===== config.mk =====
export PLATFORM = sky130hd
export DESIGN_NAME = aq_ifu_btb_upd_ctrl
export DESIGN_NICKNAME = d
export VERILOG_FILES = /design/src/rtl/aq_ifu_btb_upd_ctrl.sv
export SDC_FILE = /design/constraint.sdc
export NUM_CORES = 1
export LEC_CHECK = 0
export CORE_ASPECT_RATIO = 0.75
export CORE_MARGIN = 2
export CORE_UTILIZATION = 48
export DETAILED_ROUTE_END_ITERATION = 8
export DONT_BUFFER_PORTS = 1
export SLEW_MARGIN = 15
export SYNTH_ARGS = -nofsm -noshare
export SYNTH_HDL_FRONTEND = slang
export SYNTH_SLANG_ARGS = --single-unit

===== constraint.sdc =====
create_clock -name forever_cpuclk -period 4.2 [get_ports forever_cpuclk]
set_input_delay 0.84 -clock forever_cpuclk [delete_from_list [all_inputs] [get_ports forever_cpuclk]]
set_output_delay 0.84 -clock forever_cpuclk [all_outputs]
set_load 0.005 [all_outputs]

===== src/rtl/aq_ifu_btb_upd_ctrl.sv =====
`timescale 1ns/1ps
`default_nettype none
// ============================================================================
// Module  : aq_ifu_btb_upd_ctrl
// Purpose : BTB update/invalidate controller. Looks up the request tag, then
//           installs, refreshes or deletes it, or clears every entry.
// Rev     : 1.0  initial release
// ============================================================================
module aq_ifu_btb_upd_ctrl #(
  parameter int ENTRY_NUM      = 16,
  parameter int BTB_ADDR_WIDTH = 16
) (
  input  logic                      forever_cpuclk,
  input  logic                      cpurst_b,
  input  logic                      iu_ifu_btb_upd_vld,
  input  logic                      iu_ifu_btb_upd_del,
  input  logic [BTB_ADDR_WIDTH-1:0] iu_ifu_btb_upd_tag,
  input  logic [BTB_ADDR_WIDTH-1:0] iu_ifu_btb_upd_tgt,
  output logic                      ifu_iu_btb_upd_rdy,
  input  logic                      cp0_ifu_btb_inv,
  output logic                      ifu_cp0_btb_inv_done,
  input  logic [ENTRY_NUM-1:0]      btb_entry_wr_hit_vec,
  output logic [BTB_ADDR_WIDTH-1:0] btb_wr_acc_tag,
  output logic [BTB_ADDR_WIDTH-1:0] btb_upd_tag,
  output logic [BTB_ADDR_WIDTH-1:0] btb_upd_tgt,
  output logic [ENTRY_NUM-1:0]      btb_entry_upd_vec,
  output logic [ENTRY_NUM-1:0]      btb_entry_updg_vec,
  output logic [ENTRY_NUM-1:0]      btb_entry_clr_vec,
  output logic [ENTRY_NUM-1:0]      btb_entry_clrg_vec
);

  localparam int PTR_W = $clog2(ENTRY_NUM);
  localparam logic [ENTRY_NUM-1:0] ENT_ONE = {{(ENTRY_NUM-1){1'b0}}, 1'b1};

  typedef enum logic [1:0] {
    ST_IDLE   = 2'd0,
    ST_LOOKUP = 2'd1,
    ST_WRITE  = 2'd2,
    ST_INV    = 2'd3
  } state_t;

  state_t                    state;
  logic [BTB_ADDR_WIDTH-1:0] req_tag;
  logic [BTB_ADDR_WIDTH-1:0] req_tgt;
  logic                      req_del;
  logic [ENTRY_NUM-1:0]      hit_q;
  logic [PTR_W-1:0]          rr_ptr;

  logic                      miss_install;
  logic [ENTRY_NUM-1:0]      lowest_hit;
  logic [ENTRY_NUM-1:0]      victim_vec;
  logic [ENTRY_NUM-1:0]      upd_vec;
  logic [ENTRY_NUM-1:0]      clr_vec;

  assign miss_install = (hit_q == '0) && !req_del;
  // Two's-complement trick isolates the lowest set bit of the hit vector.
  assign lowest_hit   = hit_q & (~hit_q + ENT_ONE);
  assign victim_vec   = ENT_ONE << rr_ptr;

  always_ff @(posedge forever_cpuclk or negedge cpurst_b) begin
    if (!cpurst_b) begin
      state   <= ST_IDLE;
      req_tag <= '0;
      req_tgt <= '0;
      req_del <= 1'b0;
      hit_q   <= '0;
      rr_ptr  <= '0;
    end else begin
      case (state)
        ST_IDLE: begin
          if (cp0_ifu_btb_inv) begin
            state <= ST_INV;
          end else if (iu_ifu_btb_upd_vld) begin
            req_tag <= iu_ifu_btb_upd_tag;
            req_tgt <= iu_ifu_btb_upd_tgt;
            req_del <= iu_ifu_btb_upd_del;
            state   <= ST_LOOKUP;
          end
        end
        ST_LOOKUP: begin
          hit_q <= btb_entry_wr_hit_vec;
          state <= cp0_ifu_btb_inv ? ST_INV : ST_WRITE;
        end
        ST_WRITE: begin
          if (cp0_ifu_btb_inv) begin
            state <= ST_INV;
          end else begin
            if (miss_install) rr_ptr <= rr_ptr + PTR_W'(1);
            state <= ST_IDLE;
          end
        end
        ST_INV: begin
          rr_ptr <= '0;
          state  <= ST_IDLE;
        end
        default: state <= ST_IDLE;
      endcase
    end
  end

  // A WRITE cycle that collides with an invalidate is dropped entirely.
  always_comb begin
    upd_vec = '0;
    clr_vec = '0;
    if (state == ST_WRITE && !cp0_ifu_btb_inv) begin
      if (hit_q == '0) begin
        if (!req_del) upd_vec = victim_vec;
      end else if (req_del) begin
        clr_vec = hit_q;
      end else begin
        upd_vec = lowest_hit;
        clr_vec = hit_q & ~lowest_hit;
      end
    end else if (state == ST_INV) begin
      clr_vec = '1;
    end
  end

  assign ifu_iu_btb_upd_rdy   = (state == ST_IDLE) && !cp0_ifu_btb_inv;
  assign ifu_cp0_btb_inv_done = (state == ST_INV);
  assign btb_wr_acc_tag       = req_tag;
  assign btb_upd_tag          = req_tag;
  assign btb_upd_tgt          = req_tgt;
  assign btb_entry_upd_vec    = upd_vec;
  assign btb_entry_updg_vec   = upd_vec;
  assign btb_entry_clr_vec    = clr_vec;
  assign btb_entry_clrg_vec   = clr_vec;

endmodule
`default_nettype wire


Word level (Yosys, flattened, before mapping)
Index checks and enable logic that the tools add are counted.
- bits of input ports: 53
- register bits after elaboration: 55
- shift operators: 1
- equal/unequal tests: 6
- reductions and logical operators: 10
- $add $sub $neg: 2
- bitwise gates (word level): 5
- multiplexer cells: 16
- operators with widths (kind ; count):
    $mux W16 ; 8
    $and A16 B16 Y16 ; 2
    $not A16 Y16 ; 2
    $add A16 B1 Y16 const B ; 1
    $logic_not A16 Y1 ; 1
    $shl A1 B4 Y16 const A ; 1
    $mux W4 ; 2
    $pmux W2 S4 ; 1
    $pmux W4 S2 ; 1
    $mux W2 ; 3
    $reduce_and A3 Y1 ; 2
    $add A4 B1 Y4 const B ; 1
    $eq A2 B2 Y1 const B ; 2
    $ne A2 B2 Y1 const B ; 2
    $logic_and A1 B1 Y1 ; 3
    $ne A3 B3 Y1 const B ; 1
    $eq A2 B1 Y1 const B ; 1
    $logic_not A1 Y1 ; 2
    $logic_not A2 Y1 ; 1
    $reduce_bool A2 Y1 ; 1
    $mux W1 ; 1
    $not A1 Y1 ; 1

Depth between registers and ports, before layout
- depth after elaboration: 8
- gate-level depth with buffers: 8
- mapped depth without buffers: 6

Worst setup path after synthesis
Ideal clock, no wire load.
- kind: input-to-output
- from: input port cp0_ifu_btb_inv
- to: output port btb_entry_updg_vec[13]
- arrival time: 2.151 ns
- path slack: 1.209 ns
- path buffers: 1
- cell stages on the path: 5
- cells stage by stage: or4b_2 -> nor4_1 -> and4b_1 -> a31o_1 -> buf_4
- longest elaborated chain between the ends: 3
- ends and longest elaborated chain (what ; RTL line ; text):
    start: declaration ; 20 ; input logic cp0_ifu_btb_inv,
    $logic_not A1 Y1 ; 105 ; if (state == ST_WRITE && !cp0_ifu_btb_inv) begin
    $logic_and A1 B1 Y1 ; 105 ;
    $mux W16 ; 105 ;
    end: declaration ; 27 ; output logic [ENTRY_NUM-1:0] btb_entry_updg_vec,
Every way passes these cells.

Worst setup path in the final report
- from: register hit_q[4]
- to: output port btb_entry_clr_vec[4]
- longest elaborated chain between the ends: 8
- elaborated cells on any way between the ends: 9
- those cells by class: add/sub (1); mux (3); bitwise (4); reduce/logical (1)
- ends and longest elaborated chain (what ; RTL line ; text):
    start: declaration ; 46 ; logic [ENTRY_NUM-1:0] hit_q;
    start signal: assignment ; 81 ; hit_q <= btb_entry_wr_hit_vec;
    $not A16 Y16 ; 57 ; assign lowest_hit = hit_q & (~hit_q + ENT_ONE);
    $add A16 B1 Y16 ; 57 ;
    $and A16 B16 Y16 ; 57 ;
    $not A16 Y16 ; 112 ; clr_vec = hit_q & ~lowest_hit;
    $and A16 B16 Y16 ; 112 ;
    $mux W16 ; 108 ; end else if (req_del) begin
    $mux W16 (*) ; 106 ; if (hit_q == '0) begin
    $mux W16 (*) ; 105 ;
    end: declaration ; 28 ; output logic [ENTRY_NUM-1:0] btb_entry_clr_vec,
Every way passes the cells marked *; elsewhere a longest branch is shown, timed or not.

==> metrics <==
status=finished, final reports clean; CTS tree=yes; ys async rst share=100%; I/O Buffers=0; EDFF count, synth=0; VDD IR max=0.305 mV; CP endpoint kind=primary output; met2 wire len=3220 um; Synth top area share=41.8%; Fill cells=637; CP max stage cell=nor4_1; largest cells by area after synthesis=dfrtp_1, mux2_2, buf_4, ha_1, a21oi_1; synth warn=0; Overall Global Routing Usage=20.4%; power consumption=2140 uW; Vias/cell=6.30; I/O pin count=167; Gate Count Post-Synth=319; Synth-to-Final Area Change=-6.58%; synthesis-stage register bit count=55; count of final hold-check violations=0; final net count=322; Max Cap Violations=0; largest net degree at the start of global routing=56; cells along the critical path=nor4_1 > nand4_1 > o21ai_0 > o21ai_0; delay-heaviest family, CP=simple AND/OR/NAND/NOR gates; crit path launch type=flip-flop; crit path kind=reg -> out; crit path DAT=2.70 ns; total number of vias=2,191; die area=7540 um^2; synthesized area=3290 um^2; CTS clk-pin slew, worst paths=0.10 ns; Worst path most repeated cell=o21ai_0; cell taking the most area after synthesis=dfrtp_1; placer congestion estimate=0.846; FMAX=282 MHz; most common cell in the synthesized netlist=dfrtp_1; DP HPWL=5640 um; CP Data Required Time=3.36 ns; clock latency on the worst-skew pair=0.31 ns; Starting Density=48.9%; # Post-CTS Setup Buffers=0; syn_nets=378; clk sinks=55; Pre-Repair DR Iteration Count=4; CTS Hold Bufs=0; synth unique cells=37; width of the die=99.6 um; CP max FO=12; Final TNS setup=0 ns; DRT antenna net count=0; WP buf/inv=0; antenna diode count=0; Final Critical Period=3.54 ns; sequential-to-total area share from yosys stat=41.8%; Final Cycle Share=84.3%; number of global-route vias before repair=2,158; P_leak=0.00120 uW; worst slew margin relative to its limit=51.6%; Layout Skew=0.00715 ns; CTS max path bufs=2; worst-margin pin slew=0.724 ns; Pwr Density=697 nW/um^2; Die Height=75.7 um; area taken by multi-input logic gates=1470 um^2; Final setup viols=0; antenna violations before repair=0; Starting DRT DRC Count=183; number of buffers created by CTS=5; Primary FF master, synth=dfrtp_1; H-tree depth=2; drc violations=0; Routed WL per cell=21.7 um; synth cell count leaders=dfrtp_1, buf_4, mux2_2; Root Buffer=clkbuf_8; total grt overflow=0; DR top layer=met4; storage element area=1380 um^2; crit-path max cell delay=0.63 ns; M1 wire length=3490 um; # rows=26; post_cts resized=0; unrepaired setup endpoints after global routing=no; ratio of cells with drive above 1 in the final layout=26.9%; post-synthesis average cell area=10.3 um^2; Max Transition Viols Final=0; core area=6730 um^2; HP Class=in -> async; first-pass GRT wire length=11,900 um; met3 WL=781 um; final WL=7550 um
## power by group
part	switching (uW)	leakage [uW]	internal, uW	total [uW]
clock network	180	0.0000483	118	298
registers	351	0.000662	779	1130
logic	365	0.000490	349	714
## cell usage in the layout, fill, tap and decap left out, drive strengths merged, types with 2 or more instances in the layout
cell type,instances
dfrtp,55
mux2,48
nor2,17
nand2,14
a21oi,14
o21ai,14
nand3,13
a31o,10
nor4,9
inv,8
ha,6
or4,6
and3,5
nand3b,5
clkbuf,5
nor3,4
o31ai,4
a32o,3
nor2b,3
nand4b,3
nand4,3
and2,2
clkinv,2
buf,2
## state kept, by name, summed over array words and instances, names as in the netlist
name         cells
rr_ptr           4
btb_upd_tag     16
req_del          1
hit_q           16
btb_upd_tgt     16
state            2
## final timing paths
kind                             startpoint              endpoint  slack, ns  cells past startpoint
setup / recovery                   hit_q[4]  btb_entry_clr_vec[4]       0.66                      4
setup reg to reg                   hit_q[4]             rr_ptr[3]       1.88                      4
hold reg to reg              btb_upd_tgt[9]        btb_upd_tgt[9]       0.54                      1
min in group forever_cpuclk  btb_upd_tgt[9]        btb_upd_tgt[9]       0.54                      1
max in group asynchronous          cpurst_b              hit_q[4]       3.86                      0
hold / removal                     cpurst_b             rr_ptr[1]       0.21                      0
## cell families after synthesis
| group | Yosys count | share of synthesized area [%] |
|---|---|---|
| buffers and inverters | 72 | 13.9 |
| multiplexers | 48 | 16.4 |
| AO/OA/AOI/OAI | 47 | 9.20 |
| flip-flops | 55 | 41.8 |
| AND/OR/NAND/NOR | 91 | 16.3 |
| adder cells (fa/ha/maj) | 6 | 2.28 |
## stage by stage
| stage | instance area [um^2] | util [%] | instances | setup WS, ns | hold WS [ns] |
|---|---|---|---|---|---|
| floorplan | 3290 | - | 319 | 1.21 | 0.505 |
| global placement | 2990 | 44.4 | 340 | 0.997 | 0.523 |
| detailed placement | 2990 | 44.4 | 340 | 0.965 | 0.525 |
| CTS | 3080 | 45.7 | 348 | 0.686 | 0.197 |
| global route | 3080 | 45.7 | 348 | 0.502 | 0.190 |
| finish | 3080 | 45.7 | 348 | 0.658 | 0.207 |
## metal layers
layer | track usage (%) | vias to the layer above
met4 | 4.87 | 0
met1 | 29.0 | 1083
met5 | 0 | -
met3 | 8.17 | 7
li1 | - | 987
met2 | 29.4 | 114
## cell type report
class / count / share of cell area, %
inverters: 7 / 0.854
multi-input cells: 192 / 47.6
well taps: 84 / 3.42
repair buffers: 2 / 0.488
clock buffers: 5 / 2.24
flip-flops and latches: 55 / 44.8
clock inverters: 3 / 0.610
No activity file was read; power rests on OpenSTA's default activity.
